<file path="src/rtl/instruction_fetch_unit.sv">
// instruction_fetch_unit: drives program-memory reads from an internal PC,
// buffers fetched words in a small prefetch FIFO and hands one instruction
// per controller request to instruction_register with a one-cycle LoadIR.
// A pc_load redirects the stream, flushes the FIFO and drops any read in flight.
// Optional feature macro: IFU_HALT_DETECT_EN (stop prefetch at opcode 4'hF, adds 'halted').
module instruction_fetch_unit #(
  parameter int unsigned ADDR_WIDTH  = 8,
  parameter int unsigned INSTR_WIDTH = 8,
  parameter int unsigned FIFO_DEPTH  = 2,
  parameter int unsigned RESET_PC    = 0
) (
  input  logic                   clock,
  input  logic                   reset,
  output logic [ADDR_WIDTH-1:0]  mem_addr,
  output logic                   mem_req,
  input  logic                   mem_ack,
  input  logic [INSTR_WIDTH-1:0] mem_rdata,
  input  logic                   fetch_next,
  input  logic                   pc_load,
  input  logic [ADDR_WIDTH-1:0]  pc_load_value,
  output logic [INSTR_WIDTH-1:0] instruction,
  output logic [ADDR_WIDTH-1:0]  instr_pc,
  output logic                   LoadIR,
  output logic                   fetch_stall
`ifdef IFU_HALT_DETECT_EN
  ,
  output logic                   halted
`endif
);

  localparam int unsigned PW = $clog2(FIFO_DEPTH);
  localparam int unsigned CW = PW + 1;
  localparam logic [ADDR_WIDTH-1:0] RESET_ADDR = ADDR_WIDTH'(RESET_PC);
  localparam logic [CW-1:0]         DEPTH_C    = CW'(FIFO_DEPTH);

  typedef enum logic [1:0] {IDLE, REQ, DROP} state_t;

  state_t                 state;
  logic [ADDR_WIDTH-1:0]  pc;
  logic [INSTR_WIDTH-1:0] fifo_instr [FIFO_DEPTH];
  logic [ADDR_WIDTH-1:0]  fifo_pc    [FIFO_DEPTH];
  logic [PW-1:0]          rd_ptr;
  logic [PW-1:0]          wr_ptr;
  logic [CW-1:0]          count;
  logic                   pending;
  logic                   stop;

  logic serve;
  logic ack_take;
  logic fifo_empty;
  logic pop;
  logic bypass;
  logic push;

`ifdef IFU_HALT_DETECT_EN
  localparam logic [3:0] HALT_OP = 4'hF;
`else
  assign stop = 1'b0;
`endif

  // Delivery / push decisions for the current cycle.
  always_comb begin
    serve       = pending | fetch_next;
    ack_take    = (state == REQ) && mem_ack;
    fifo_empty  = (count == '0);
    pop         = serve && !fifo_empty;
    // A waiting request with an empty FIFO takes the returning word directly.
    bypass      = serve && fifo_empty && ack_take;
    push        = ack_take && !bypass;
    fetch_stall = pending && fifo_empty;
  end

  // Fetch FSM, prefetch FIFO and delivery registers.
  always_ff @(posedge clock) begin
    if (reset) begin
      state       <= IDLE;
      pc          <= RESET_ADDR;
      mem_req     <= 1'b0;
      mem_addr    <= RESET_ADDR;
      rd_ptr      <= '0;
      wr_ptr      <= '0;
      count       <= '0;
      pending     <= 1'b0;
      LoadIR      <= 1'b0;
      instruction <= '0;
      instr_pc    <= '0;
`ifdef IFU_HALT_DETECT_EN
      halted      <= 1'b0;
      stop        <= 1'b0;
`endif
    end else if (pc_load) begin
      pc      <= pc_load_value;
      rd_ptr  <= '0;
      wr_ptr  <= '0;
      count   <= '0;
      LoadIR  <= 1'b0;
      pending <= serve;
      // A read still outstanding must be absorbed before the new stream starts.
      if (state != IDLE && !mem_ack) begin
        state <= DROP;
      end else begin
        state   <= IDLE;
        mem_req <= 1'b0;
      end
`ifdef IFU_HALT_DETECT_EN
      halted <= 1'b0;
      stop   <= 1'b0;
`endif
    end else begin
      LoadIR <= 1'b0;
      if (pop) begin
        instruction <= fifo_instr[rd_ptr];
        instr_pc    <= fifo_pc[rd_ptr];
        LoadIR      <= 1'b1;
        pending     <= 1'b0;
        rd_ptr      <= rd_ptr + PW'(1);
`ifdef IFU_HALT_DETECT_EN
        if (fifo_instr[rd_ptr][INSTR_WIDTH-1 -: 4] == HALT_OP) halted <= 1'b1;
`endif
      end else if (bypass) begin
        instruction <= mem_rdata;
        instr_pc    <= pc;
        LoadIR      <= 1'b1;
        pending     <= 1'b0;
`ifdef IFU_HALT_DETECT_EN
        if (mem_rdata[INSTR_WIDTH-1 -: 4] == HALT_OP) halted <= 1'b1;
`endif
      end else begin
        pending <= serve;
      end

      if (push) begin
        fifo_instr[wr_ptr] <= mem_rdata;
        fifo_pc[wr_ptr]    <= pc;
        wr_ptr             <= wr_ptr + PW'(1);
      end

      if (push && !pop) begin
        count <= count + CW'(1);
      end else if (!push && pop) begin
        count <= count - CW'(1);
      end

      unique case (state)
        IDLE: begin
          if (count < DEPTH_C && !stop) begin
            state    <= REQ;
            mem_req  <= 1'b1;
            mem_addr <= pc;
          end
        end
        REQ: begin
          if (mem_ack) begin
            pc      <= pc + ADDR_WIDTH'(1);
            state   <= IDLE;
            mem_req <= 1'b0;
`ifdef IFU_HALT_DETECT_EN
            if (mem_rdata[INSTR_WIDTH-1 -: 4] == HALT_OP) stop <= 1'b1;
`endif
          end
        end
        DROP: begin
          if (mem_ack) begin
            state   <= IDLE;
            mem_req <= 1'b0;
          end
        end
        default: state <= IDLE;
      endcase
    end
  end

endmodule

</file>
<file path="config.mk">
export PLATFORM = sky130hd
export DESIGN_NAME = instruction_fetch_unit
export DESIGN_NICKNAME = d
export VERILOG_FILES = /design/src/rtl/instruction_fetch_unit.sv
export SDC_FILE = /design/constraint.sdc
export NUM_CORES = 1
export LEC_CHECK = 0
export ABC_AREA = 1
export CORE_ASPECT_RATIO = 0.8
export CORE_UTILIZATION = 50
export CTS_BUF_LIST = sky130_fd_sc_hd__clkbuf_4
export CTS_CLUSTER_DIAMETER = 50
export CTS_CLUSTER_SIZE = 8
export DETAILED_ROUTE_END_ITERATION = 16
export PLACE_DENSITY = 0.83
export SYNTH_ARGS = -nofsm -noshare
export SYNTH_HDL_FRONTEND = slang
export SYNTH_SLANG_ARGS = --single-unit
</file>
<file path="constraint.sdc">
create_clock -name clock -period 2.52 [get_ports clock]
set_input_delay 0.504 -clock clock [delete_from_list [all_inputs] [get_ports clock]]
set_output_delay 0.504 -clock clock [all_outputs]
set_load 0.02 [all_outputs]
</file>
-- Word-level counts from Yosys, hierarchy flattened
Memory sizes are Yosys's and may differ from the RTL's. A register that Yosys moved wholly into a read port is not among the register bits.
Cells that the tools add are included.
- memories: 2
- register bits: 41
- memory bits (writable): 32
- logic and storage cells: 87
- input port bits: 21
- memories (name ; words ; bits a word ; read ports ; clocked after Yosys merged registers in ; write ports ; line ; RTL):
    fifo_instr ; 2 ; 8 ; 1 ; 1 ; 1 ; 40 ; logic [INSTR_WIDTH-1:0] fifo_instr [FIFO_DEPTH];
    fifo_pc ; 2 ; 8 ; 1 ; 1 ; 1 ; 41 ; logic [ADDR_WIDTH-1:0] fifo_pc [FIFO_DEPTH];
- add/sub/neg operators: 5
- bitwise operators: 2
- muxes and demuxes: 32
- $lt $le $gt $ge: 1
- reduce and logical (&&, ||, !) cells: 29
- eq/ne operators: 5
- operator list (operator ; count):
    2-to-1 mux 8 bit ; 7
    2-to-1 mux 1 bit ; 17
    2-to-1 mux 2 bit ; 6
    nonzero test 2 bit ; 5
    logical AND 1 bit ; 9
    adder 8 x 1 -> 8 bit (second input constant) ; 1
    AND reduction 2 bit ; 3
    logical NOT 1 bit ; 5
    logical NOT 2 bit ; 2
    case mux 2 bit (2 select lines) ; 1
    AND reduction 4 bit ; 1
    OR reduction 2 bit ; 2
    != test 3 x 1 -> 1 bit (second input constant) ; 1
    != test 3 bit (second input constant) ; 1
    AND reduction 3 bit ; 1
    nonzero test 3 bit ; 1
    adder 1 bit (second input constant) ; 2
    adder 2 x 1 -> 2 bit (second input constant) ; 1
    equality test 2 x 1 -> 1 bit (second input constant) ; 1
    equality test 2 bit (second input constant) ; 1
    < comparator 2 bit (second input constant) ; 1
    != test 2 bit (second input constant) ; 1
    case mux 1 bit (2 select lines) ; 1
    subtractor 2 x 1 -> 2 bit (second input constant) ; 1
    2 further kinds ; 2

-- Depth between registers and ports, before layout
- depth after elaboration: 9
- mapped depth: 12
- gate-level depth less buffers: 12

-- Least setup slack after synthesis
No wires, ideal clock.
- path kind: input to register
- start point: in reset
- end point: mem fifo_instr[1][0], enable pin
- data arrival time: 2.145 ns
- path slack: -0.034 ns
- stages: 4
- buffers on the path: 1
- data required time: 2.111 ns
- cells stage by stage: buf_2 > clkinv_1 > nand2_1 > nor3_1
- longest elaborated chain between the ends: 2
- ends and longest elaborated chain (item ; line ; RTL):
    start, declared ; 13 ; input logic reset,
    2-to-1 mux 1 bit ; 75 ; if (reset) begin
    2-to-1 mux 1 bit (not written as such) ; 133 ; fifo_instr[wr_ptr] <= mem_rdata;
    end, declared ; 40 ;
Every way passes these cells.

-- Worst setup path after layout
- start point: reg count[1]
- end point: out fetch_stall
- longest elaborated chain between the ends: 2
- ends and longest elaborated chain (item ; line ; RTL):
    start, declared ; 44 ; logic [CW-1:0] count;
    start signal, assigned ; 139 ; count <= count + CW'(1);
    start signal, assigned ; 141 ; count <= count - CW'(1);
    logical NOT 2 bit ; 65 ; fifo_empty = (count == '0);
    logical AND 1 bit ; 70 ; fetch_stall = pending && fifo_empty;
    end, declared ; 24 ; output logic fetch_stall
Every way passes these cells.

==> Implementation_results.wiki <==
{| class="wikitable"
! Metric !! Value
|-
| Number of antenna violations at the first check in global routing || 0
|-
| Main combinational cell family by area after synthesis || simple AND/OR/NAND/NOR gates
|-
| GR Util All Layers || between 20% and 30%
|-
| Post-route DRC || 0
|-
| Synth Area in Compound Gates || roughly an eighth
|-
| Via Count || 2,643
|-
| Most frequent cells in the layout || sky130_fd_sc_hd__nand2_1 (91), sky130_fd_sc_hd__o21ai_0 (51), sky130_fd_sc_hd__clkdlybuf4s50_1 (47), sky130_fd_sc_hd__nor2_1 (45), sky130_fd_sc_hd__inv_1 (44)
|-
| Die area || 0.00681 mm2
|-
| Worst hold-check slack || between 0.4 and 0.5 ns
|-
| DRT iter0 DRCs || 214
|-
| Final cell count without fillers || 519
|-
| Post-synthesis cell type count || 30
|-
| Fraction of synthesized cell area in xor and xnor cells || 0.270%
|-
| Final period demand of the worst path || 2.36 ns
|-
| Final instance area || 0.00397 mm2
|-
| Adder and majority gate portion of the synthesized area || between 1.5 and 2%
|-
| Library cell with the largest summed area after synthesis || sky130_fd_sc_hd__edfxtp_1
|-
| Total wire length || 7.24 mm
|-
| Critical path fanouts, max || 4
|-
| Multiplexer share of the synthesized area || 0%
|-
| Layout-stage area growth over the synthesis result || 22.7%
|-
| Worst supply voltage drop on vdd || 0.343 mV
|-
| Number of cells after detailed placement || between 500 and 600
|-
| Net Count, Synth || between 400 and 500
|-
| Starting utilization of the core area || 53.4%
|-
| Placer congestion estimate || about 0.84
|-
| Setup TNS || 0 ns
|-
| Classification of the worst setup path || flip-flop to output port
|-
| DP HPWL || slightly above 5 mm
|-
| Sort of element at the end of the critical path || output port
|-
| Die span in y || 74.0 um
|-
| TritonCTS Buffers || 9
|-
| Mean instance size in the synthesized netlist || approximately 8.6 um2
|-
| Clock Skew || roughly 0.015 ns
|-
| Number of enable flip-flop cells after synthesis || 32
|-
| End-of-flow core utilization || 65.5%
|-
| Hold violation total from the final report || 0
|-
| CTS tree || done
|-
| Max cap viols || 0
|-
| Final layout net count || 458
|-
| Clock transition at path regs || 0.12 ns
|-
| Max frequency || 423 MHz
|-
| Final-report max-slew violation count || 0
|-
| Antenna Cells || 0
|-
| Number of global-route vias before repair || 2,419
|-
| Leading cell type in the layout, fill and taps excluded || sky130_fd_sc_hd__nand2_1
|-
| Via density || 5.09
|-
| Fraction of final layout cells with drive strength greater than 1 || 8.45%
|-
| Number of top-level pins || 48
|-
| Number of gates resized after CTS || 0
|-
| Post-synthesis share of cell area spent on and, or, nand and nor gates || between 20 and 25%
|-
| Multi-input combinational cell area || 0.00117 mm2
|-
| # clock sinks || 74
|-
| Sequential cell area in the final layout || 0.00180 mm2
|-
| Post-DP Area || 0.00381 mm2
|-
| Setup Fix Bufs, Post-CTS || 0
|-
| Slew headroom || between 40% and 50%
|-
| Maximum number of pins on one net before global-route repair || 28
|-
| Number of buffers added on ports || 47
|-
| DRT antenna net count || 0
|-
| Number of storage elements in the synthesis netlist || 74
|-
| Most used flip-flop cell after synthesis || sky130_fd_sc_hd__dfxtp_1
|-
| Share of the synthesized area in the top cell type || between 20% and 30%
|-
| Actual transition at the worst max-transition pin || 0.781 ns
|-
| Maximum buffer depth of the clock tree || 2
|-
| Path type of the worst min-delay path || flip-flop to flip-flop
|-
| Critical path data required time || 2.02 ns
|-
| Fill cell count || 482
|-
| Wire length of the first global-routing pass || 11.5 mm
|-
| WP data arrival || 1.86 ns
|-
| Portion of the clock cycle consumed by the worst path in the final layout || 93.8%
|-
| H-tree depth reported by CTS || 3
|-
| Top cells by area in the synthesized netlist || sky130_fd_sc_hd__edfxtp_1 (30%), sky130_fd_sc_hd__dfxtp_1 (26%), sky130_fd_sc_hd__nand2_1 (11%)
|-
| Leakage power total || 1.62 nW
|-
| Clk_lat worst skew || 0.42 ns
|-
| Synthesis Warnings || 0
|-
| Number of buffers inserted for hold repair after clock tree synthesis || 0
|-
| Number of core rows || 25
|-
| Post-synthesis cell count || 378
|-
| Post-Synthesis Cell Area || 0.00324 mm2
|-
| Routed wire length per instance || 14.0 um
|-
| Clock root buffer || sky130_fd_sc_hd__clkbuf_4
|-
| Setup repair after global routing missed its margin || false
|-
| Critical Path Start Type || flip-flop
|-
| First-pass detailed-route iteration total || 6
|-
| Power per unit of standard cell area || 621 mW/mm2
|-
| Std-Cell Core Area || 0.00607 mm2
|-
| Die extent in x || around 92 um
|-
| Post-synthesis sequential area ratio || 55.6%
|-
| Setup violations, final || 0
|-
| Global route overflow || 0
|-
| Outcome || completed
|-
| Proportion of register bits with asynchronous set or reset after synthesis || 0%
|}
power by group:
part / internal (W) / switching [W] / total (W) / leakage [nW]
clock: 0.000417 / 0.000420 / 0.000838 / 0.0886
combinational: 0.000129 / 0.000172 / 0.000301 / 0.907
sequential: 0.00129 / 0.0000366 / 0.00133 / 0.629
cells by family (layout without fill, tap and decap cells):
| group | Yosys count | count (layout) |
|---|---|---|
| compound gates | 77 | 77 |
| xor+xnor | 1 | 1 |
| fa+ha+maj | 4 | 4 |
| buf+inv | 60 | 120 |
| flops | 74 | 74 |
| simple gates | 162 | 162 |
per-stage QoR:
stage | total power, W | setup slack, ns
detailed placement | 0.00165 | 0.241
finish | 0.00247 | 0.156
global placement | 0.00164 | 0.260
floorplan | 0.00152 | 0.422
CTS | 0.00248 | 0.124
global route | 0.00256 | 0.0251
final cells by class:
| class | instances | share of cell area, % |
|---|---|---|
| timing repair buffer | 56 | 13.9 |
| clock inverter | 6 | 2.27 |
| inverter | 48 | 4.60 |
| sequential | 74 | 45.3 |
| tap | 81 | 2.55 |
| clock buffer | 10 | 1.89 |
| multi-input combinational | 244 | 29.5 |
metal layers:
| layer | track usage (%) | up-vias | wire length (um) |
|---|---|---|---|
| li1 | - | 1343 | - |
| met1 | 30.2 | 1204 | 3460 |
| met2 | 35.5 | 88 | 3250 |
| met3 | 6.13 | 8 | 464 |
| met4 | 7.29 | 0 | 69 |
| met5 | 0 | - | 0 |
synth_stat cells (3+ instances only):
master / count
sky130_fd_sc_hd__ha_1: 4
sky130_fd_sc_hd__inv_1: 44
sky130_fd_sc_hd__nand3_1: 14
sky130_fd_sc_hd__edfxtp_1: 32
sky130_fd_sc_hd__buf_6: 5
sky130_fd_sc_hd__nor2_1: 45
sky130_fd_sc_hd__o21ai_1: 5
sky130_fd_sc_hd__nand2_1: 91
sky130_fd_sc_hd__clkbuf_1: 4
sky130_fd_sc_hd__a21oi_1: 16
sky130_fd_sc_hd__o21ai_0: 51
sky130_fd_sc_hd__dfxtp_1: 42
sky130_fd_sc_hd__a31oi_1: 3
final timing paths:
path / startpoint / to / slack [ns] / cells after the start
max: count[1] / fetch_stall / 0.16 / 4
min: state[1] / state[1] / 0.47 / 2
max reg2reg: count[1] / count[1] / 0.61 / 9
min reg2reg: state[1] / state[1] / 0.47 / 2
registers in the layout, summed over array words and instances, names as in the netlist, named ones only:
signal	flops
fifo_instr	16
fifo_pc	16
instr_pc	8
instruction	8
mem_addr	8
pc	8
count	2
state	2
LoadIR	1
mem_req	1
pending	1
rd_ptr	1
wr_ptr	1
critical path, stage by stage, from the launching register on:
cell and delay [ns]:
sky130_fd_sc_hd__dfxtp_1 0.42, sky130_fd_sc_hd__nor2_4 0.23, sky130_fd_sc_hd__inv_1 0.09, sky130_fd_sc_hd__nor2_1 0.09, sky130_fd_sc_hd__clkdlybuf4s50_1 0.61
Power figures use the tool's default switching activity.
